==> config.mk <==
export PLATFORM = sky130hd
export DESIGN_NAME = stage_mem
export DESIGN_NICKNAME = d
export VERILOG_FILES = /design/src/rtl/stage_mem.sv
export SDC_FILE = /design/constraint.sdc
export NUM_CORES = 1
export LEC_CHECK = 0
export CAP_MARGIN = 25
export CORE_ASPECT_RATIO = 0.8
export CORE_MARGIN = 1
export CORE_UTILIZATION = 30
export CTS_CLUSTER_SIZE = 28
export DETAILED_ROUTE_END_ITERATION = 10
export HOLD_SLACK_MARGIN = 0.02
export PLACE_DENSITY_LB_ADDON = 0.05
export SYNTH_ARGS = -nofsm -noshare
export SYNTH_HDL_FRONTEND = slang
export SYNTH_SLANG_ARGS = --single-unit
==> constraint.sdc <==
create_clock -name clk -period 2.2 [get_ports clk]
set_clock_uncertainty 0.1 [all_clocks]
set_input_delay 0.44 -clock clk [delete_from_list [all_inputs] [get_ports clk]]
set_output_delay 0.44 -clock clk [all_outputs]
set_load 0.005 [all_outputs]
==> src/rtl/stage_mem.sv <==
// stage_mem: memory-access stage driving a request/ack data bus with byte-lane steering,
// sign extension, stall generation and a registered write-back result.
module stage_mem #(
  parameter int ACK_TIMEOUT = 255
) (
  input  logic        clk,
  input  logic        rst,
  input  logic [31:0] alu_result_in,
  input  logic [4:0]  wb_reg_addr_in,
  input  logic [2:0]  mem_opt_in,
  input  logic [31:0] mem_addr_in,
  input  logic [31:0] mem_data_in,
  output logic        stall_req,
  output logic        dev_req,
  output logic        dev_we,
  output logic [31:0] dev_addr,
  output logic [3:0]  dev_be,
  output logic [31:0] dev_wdata,
  input  logic [31:0] dev_rdata,
  input  logic        dev_ack,
  output logic [4:0]  wb_reg_addr,
  output logic [31:0] wb_data,
  output logic        addr_err,
  output logic        bus_err
);
  localparam int CW = $clog2(ACK_TIMEOUT + 1);
  typedef enum logic {IDLE, REQ} state_t;
  state_t state_q, state_d;
  logic [CW-1:0] cnt_q, cnt_d;
  logic [2:0] opt_q, opt_d;
  logic [4:0] rd_q, rd_d, wbr_q, wbr_d;
  logic [1:0] off_q, off_d;
  logic req_q, req_d, we_q, we_d, aerr_q, aerr_d, berr_q, berr_d;
  logic [31:0] addr_q, addr_d, wdata_q, wdata_d, wbd_q, wbd_d, ld;
  logic [3:0] be_q, be_d;
  logic [7:0] lane;
  logic idle, word, mem, go, done, issue;
  assign idle = state_q == IDLE;
  assign word = mem_opt_in == 3'd1 || mem_opt_in == 3'd4;
  assign mem = mem_opt_in inside {[3'd1:3'd5]};
  assign go = mem && !(word && |mem_addr_in[1:0]);
  assign issue = idle && go;
  // done covers both the ack and the last cycle before the timeout abort
  assign done = dev_ack || cnt_q == CW'(ACK_TIMEOUT - 1);
  assign lane = dev_rdata[{off_q, 3'b000} +: 8];
  assign ld = opt_q == 3'd1 ? dev_rdata :
              opt_q == 3'd2 ? {{24{lane[7]}}, lane} :
              opt_q == 3'd3 ? {24'd0, lane} : '0;
  always_ff @(posedge clk) state_q <= rst ? IDLE : state_d;
  always_comb state_d = idle ? (go ? REQ : IDLE) : (done ? IDLE : REQ);
  always_comb begin
    stall_req = idle ? go : !done;
    cnt_d = idle ? '0 : cnt_q + CW'(1);
    opt_d = idle ? mem_opt_in : opt_q;
    rd_d = idle ? wb_reg_addr_in : rd_q;
    off_d = idle ? mem_addr_in[1:0] : off_q;
    req_d = idle ? go : !done;
    we_d = issue ? mem_opt_in >= 3'd4 : we_q;
    addr_d = issue ? {mem_addr_in[31:2], 2'b00} : addr_q;
    be_d = issue ? (word ? 4'hF : 4'b0001 << mem_addr_in[1:0]) : be_q;
    wdata_d = issue ? (mem_opt_in == 3'd5 ? {4{mem_data_in[7:0]}} : mem_data_in) : wdata_q;
    aerr_d = idle && mem && !go;
    berr_d = !idle && !dev_ack && done;
    wbr_d = idle ? (mem ? '0 : wb_reg_addr_in) : (dev_ack && opt_q < 3'd4 ? rd_q : '0);
    wbd_d = idle ? alu_result_in : (dev_ack ? ld : '0);
  end
  always_ff @(posedge clk)
    if (rst) begin
      cnt_q <= '0;
      opt_q <= '0;
      rd_q <= '0;
      off_q <= '0;
      req_q <= 1'b0;
      we_q <= 1'b0;
      addr_q <= '0;
      be_q <= '0;
      wdata_q <= '0;
      aerr_q <= 1'b0;
      berr_q <= 1'b0;
      wbr_q <= '0;
      wbd_q <= '0;
    end else begin
      cnt_q <= cnt_d;
      opt_q <= opt_d;
      rd_q <= rd_d;
      off_q <= off_d;
      req_q <= req_d;
      we_q <= we_d;
      addr_q <= addr_d;
      be_q <= be_d;
      wdata_q <= wdata_d;
      aerr_q <= aerr_d;
      berr_q <= berr_d;
      wbr_q <= wbr_d;
      wbd_q <= wbd_d;
    end
  assign dev_req = req_q;
  assign dev_we = we_q;
  assign dev_addr = addr_q;
  assign dev_be = be_q;
  assign dev_wdata = wdata_q;
  assign addr_err = aerr_q;
  assign bus_err = berr_q;
  assign wb_reg_addr = wbr_q;
  assign wb_data = wbd_q;
endmodule

# Yosys cells after proc, flatten, opt, wreduce, memory -nomap -nowiden
# Cells that the tools add are included.
# op_classes
n_reduce_logical	17
n_bitwise	1
n_shift	2
n_mux	14
add_sub_neg	1
n_lt_le_gt_ge	4
n_eq_ne	7
# op_table
operator	n
$mux W32	5
$shiftx A32 B6 Y8	1
$mux W5	3
$logic_and A1 B1 Y1	9
$add A8 B1 Y8 const B	1
$eq A8 B8 Y1 const B	1
$mux W8	1
$eq A3 B1 Y1 const B	2
$eq A3 B2 Y1 const B	2
$eq A3 B3 Y1 const B	2
$logic_not A1 Y1	4
$mux W1	4
$mux W4	1
$reduce_or A2 Y1	2
$shl A1 B2 Y4 const A	1
$ge A3 B1 Y1 const B	1
$ge A3 B3 Y1 const B	1
$le A3 B3 Y1 const B	1
$lt A3 B3 Y1 const B	1
$logic_or A1 B1 Y1	2
$not A1 Y1	1
# word_totals
wordCells	60
output_inout_bits	110
regBits	126

# Longest topological paths before layout
# logic_depth
depth_word	7
depth_mapped	7

# Worst setup path before layout
# Ideal clock, no wire load.
# synth_path
kind	in2out
start	in mem_opt_in[2]
end	out stall_req
cell_stages	7
n_path_buf	3
arrival_ns	1.494
path_slack_ns	0.166
path_cell_list	buf_4 or2_1 a21oi_2 or2_1 buf_6 buf_2 nand2_1
# synth_between
elab_chain_len	6
word_cells_on_any_way	10
cone_classes	order compare (2); eq/ne (2); mux (1); reduce/logical (5)
# synth_rtl
element	line	text
from (decl)	10	input logic [2:0] mem_opt_in,
branches (longest 4 deep; another with $ge A3 B1 Y1)	--	
$logic_and A1 B1 Y1 *	41	assign go = mem && !(word && |mem_addr_in[1:0]);
$mux W1 *	52	stall_req = idle ? go : !done;
to (decl)	13	output logic stall_req,
# Mark *: on every way between the ends.

# Worst setup path in the final report
# Ends and elaborated chain as after synthesis.

==> flow_summary.json <==
{
  "status": "complete, no violations",
  "synth_cells": 594,
  "first_global_vias": 5109,
  "critical_path_arrival_ns": 1.55,
  "postRouteAntennaNets": 0,
  "cp.required_ns": 1.66,
  "grt_max_degree": 133,
  "worstSetupPathType": "primary input to output pin",
  "hpwl_um": 12600,
  "critPathLaunchType": "primary input",
  "path_clk_slew_ns": 0.05,
  "portBuffers": 246,
  "grt_pass1_wl_um": 28100,
  "tightest_slew_ns": 0.675,
  "syn_area_per_cell_sq_um": 9.07,
  "slowest_delay_ns": 0.27,
  "powerDensity_nw_per_um2": 780,
  "cp-end-kind": "output pin",
  "die_h_um": 122,
  "track_usage": 0.195,
  "power_frac_comb": 0.181,
  "mostFrequentLayoutCells": "clkdlybuf4s50_1, dfxtp_1, o21ai_0, nand2b_1, nor2b_1",
  "maxCapViolCount": 0,
  "holdWs_ns": 0.361,
  "cp_common_cell": "nand2_1",
  "clk_latency_ns": 0.42,
  "period_needed_ns": 2.09,
  "hold_buffers": 0,
  "period_share": 0.952,
  "switching_share": 0.237,
  "maxSlewViolCount": 0,
  "grt-ovfl-total": 0,
  "postLayoutCellArea_sq_um": 8790,
  "min-delay-path-class": "flop to flop",
  "wl_per_cell_um": 16.9,
  "core_area_sq_um": 17400,
  "final_common_cell": "clkdlybuf4s50_1",
  "clk_path_buf_depth": 2,
  "seqCellArea_sq_um": 2510,
  "area_delta_synth_final_pct": 63.2,
  "p_sw_uw": 1620,
  "synth-async-reset-ratio": 0,
  "ir_worst_vdd_uv": 521,
  "netlist_area_sq_um": 5390,
  "synth-edff-count": 0,
  "antenna_found_initial": 1,
  "synthFlopType": "dfxtp_1",
  "drc": 0,
  "vias": 5217,
  "slew_headroom": 0.548,
  "multi_input_area_sq_um": 2560,
  "path_cells": "dlygate4sd2_1, buf_4, nand2_1, nand2_1, or2_4, nand2_1, clkdlybuf4s15_1",
  "synth.distinct_cells": 46,
  "cts_buffers": 17,
  "synth-seq-cells": 125,
  "crit_family": "buffers and inverters",
  "critPathMaxFanout": 6,
  "start_util": 0.309,
  "viasPerCell": 4.87,
  "setup_viol": 0,
  "top_level_ports": 249,
  "p_int_uw": 5240,
  "synth_warnings": 0,
  "hold_viol": 0,
  "drive_above_1_share": 0.0910,
  "cts_tree": "done",
  "power_frac_seq": 0.369,
  "place_area_sq_um": 8110,
  "pwr-share-clk": 0.450,
  "max_freq_ghz": 0.478,
  "place_congestion": 0.790,
  "dr.pass1.iters": 4,
  "cpMaxStageDelayCell": "dlygate4sd2_1",
  "final_nets": 975,
  "num_rows": 43,
  "htreeDepth": 4,
  "ys_seq_area_frac": 0.465,
  "rsz0062_at_grt": "no",
  "chipWidth_um": 152,
  "drt-total-wl_um": 18100,
  "leakage_uw": 0.00332,
  "die_area_sq_um": 18500,
  "critPathBufInv": 3,
  "cts_sinks": 125,
  "n_fill_cell": 1622,
  "drt_iter0_markers": 292,
  "root_buffer": "clkbuf_16"
}
state kept, by name (all words and copies together) (netlist names), 2 cells and up:
name	flops
dev_wdata	32
wb_data	32
dev_addr	30
cnt_q	8
rd_q	5
wb_reg_addr	5
dev_be	4
opt_q	3
off_q	2
path summary, 6_finish.rpt:
kind / from / to / slack (ns) / depth (start not counted)
hold / removal: dev_wdata[23]$_SDFFE_PP0P_ / dev_wdata[23]$_SDFFE_PP0P_ / 0.36 / 2
hold reg to reg: dev_wdata[23]$_SDFFE_PP0P_ / dev_wdata[23]$_SDFFE_PP0P_ / 0.36 / 2
setup / recovery: mem_opt_in[2] / stall_req / 0.11 / 7
setup reg to reg: off_q[0]$_SDFFE_PP0N_ / wb_data[10]$_SDFF_PP0_ / 0.38 / 4
power groups by stage:
stage,sequential [uW],combinational (uW),clock (uW)
floorplan,2580,488,0
global placement,2580,1240,0
detailed placement,2580,1240,0
CTS,2530,1250,3160
global route,2550,1350,3270
finish,2530,1240,3090
worst reg2reg max path: stages, from the launching register on:
cell and delay (ns):
dfxtp_1 0.46, mux2i_1 0.18, mux2_2 0.32, nor2_4 0.49
a221o_1 0.20
Yosys cell counts, drive strengths merged (22+ instances only):
| cell type | number | area, sq um |
|---|---|---|
| buf | 22 | 139 |
| nor2b | 41 | 257 |
| nand2b | 43 | 269 |
| nand2 | 32 | 120 |
| a221oi | 31 | 284 |
| mux2i | 26 | 260 |
| o21ai | 79 | 395 |
| inv | 26 | 97.6 |
| nor2 | 24 | 92.6 |
| clkbuf | 31 | 123 |
| dfxtp | 125 | 2500 |
| a221o | 24 | 240 |
kinds of logic after synthesis:
logic type,after synthesis,share of synthesized area
AO/OA/AOI/OAI,175,0.220
XOR/XNOR,7,0.0114
adder cells (fa/ha/maj),2,0.00465
buffers and inverters,79,0.0667
flip-flops,125,0.465
multiplexers,27,0.0504
other,1,0.000696
AND/OR/NAND/NOR,178,0.181
through the flow:
step	setup WS (ns)	setup TNS, ns	power [uW]	util	std cells
2_1_floorplan	0.166	0	3070	-	595
3_3_place_gp	-0.513	-26.45	3810	0.465	1038
3_5_place_dp	-0.498	-30.39	3830	0.465	1038
4_1_cts	0.00766	0	6950	0.503	1069
5_1_grt	0.0123	0	7170	0.504	1071
6_report	0.106	0	6860	0.504	1072
layout make-up:
cell class                      instances  area share
Clock buffer                           20      0.0519
Clock inverter                         11      0.0216
Multi-Input combinational cell        391       0.291
Inverter                               26      0.0111
Sequential cell                       125       0.286
Tap cell                              225      0.0320
Timing Repair Buffer                  273       0.306
Antenna cell                            1    0.000285
layer usage:
layer  global-route usage  wire (um)  vias up  share of wire
met5                    0          0        -              0
met4               0.0613        233        0          0.013
met3               0.0662       1260       18          0.069
met2                0.295       8070      176           0.45
met1                0.261       8560     2440           0.47
li1                     -          -     2583              -
timing repair:
action                     4_1_cts  5_1_grt
setup buffers                    0        2
setup endpoints to repair        1       25
gates resized for setup         12        7
pin swaps                        1        3
Note: power is estimated with default switching activity, not from simulation.
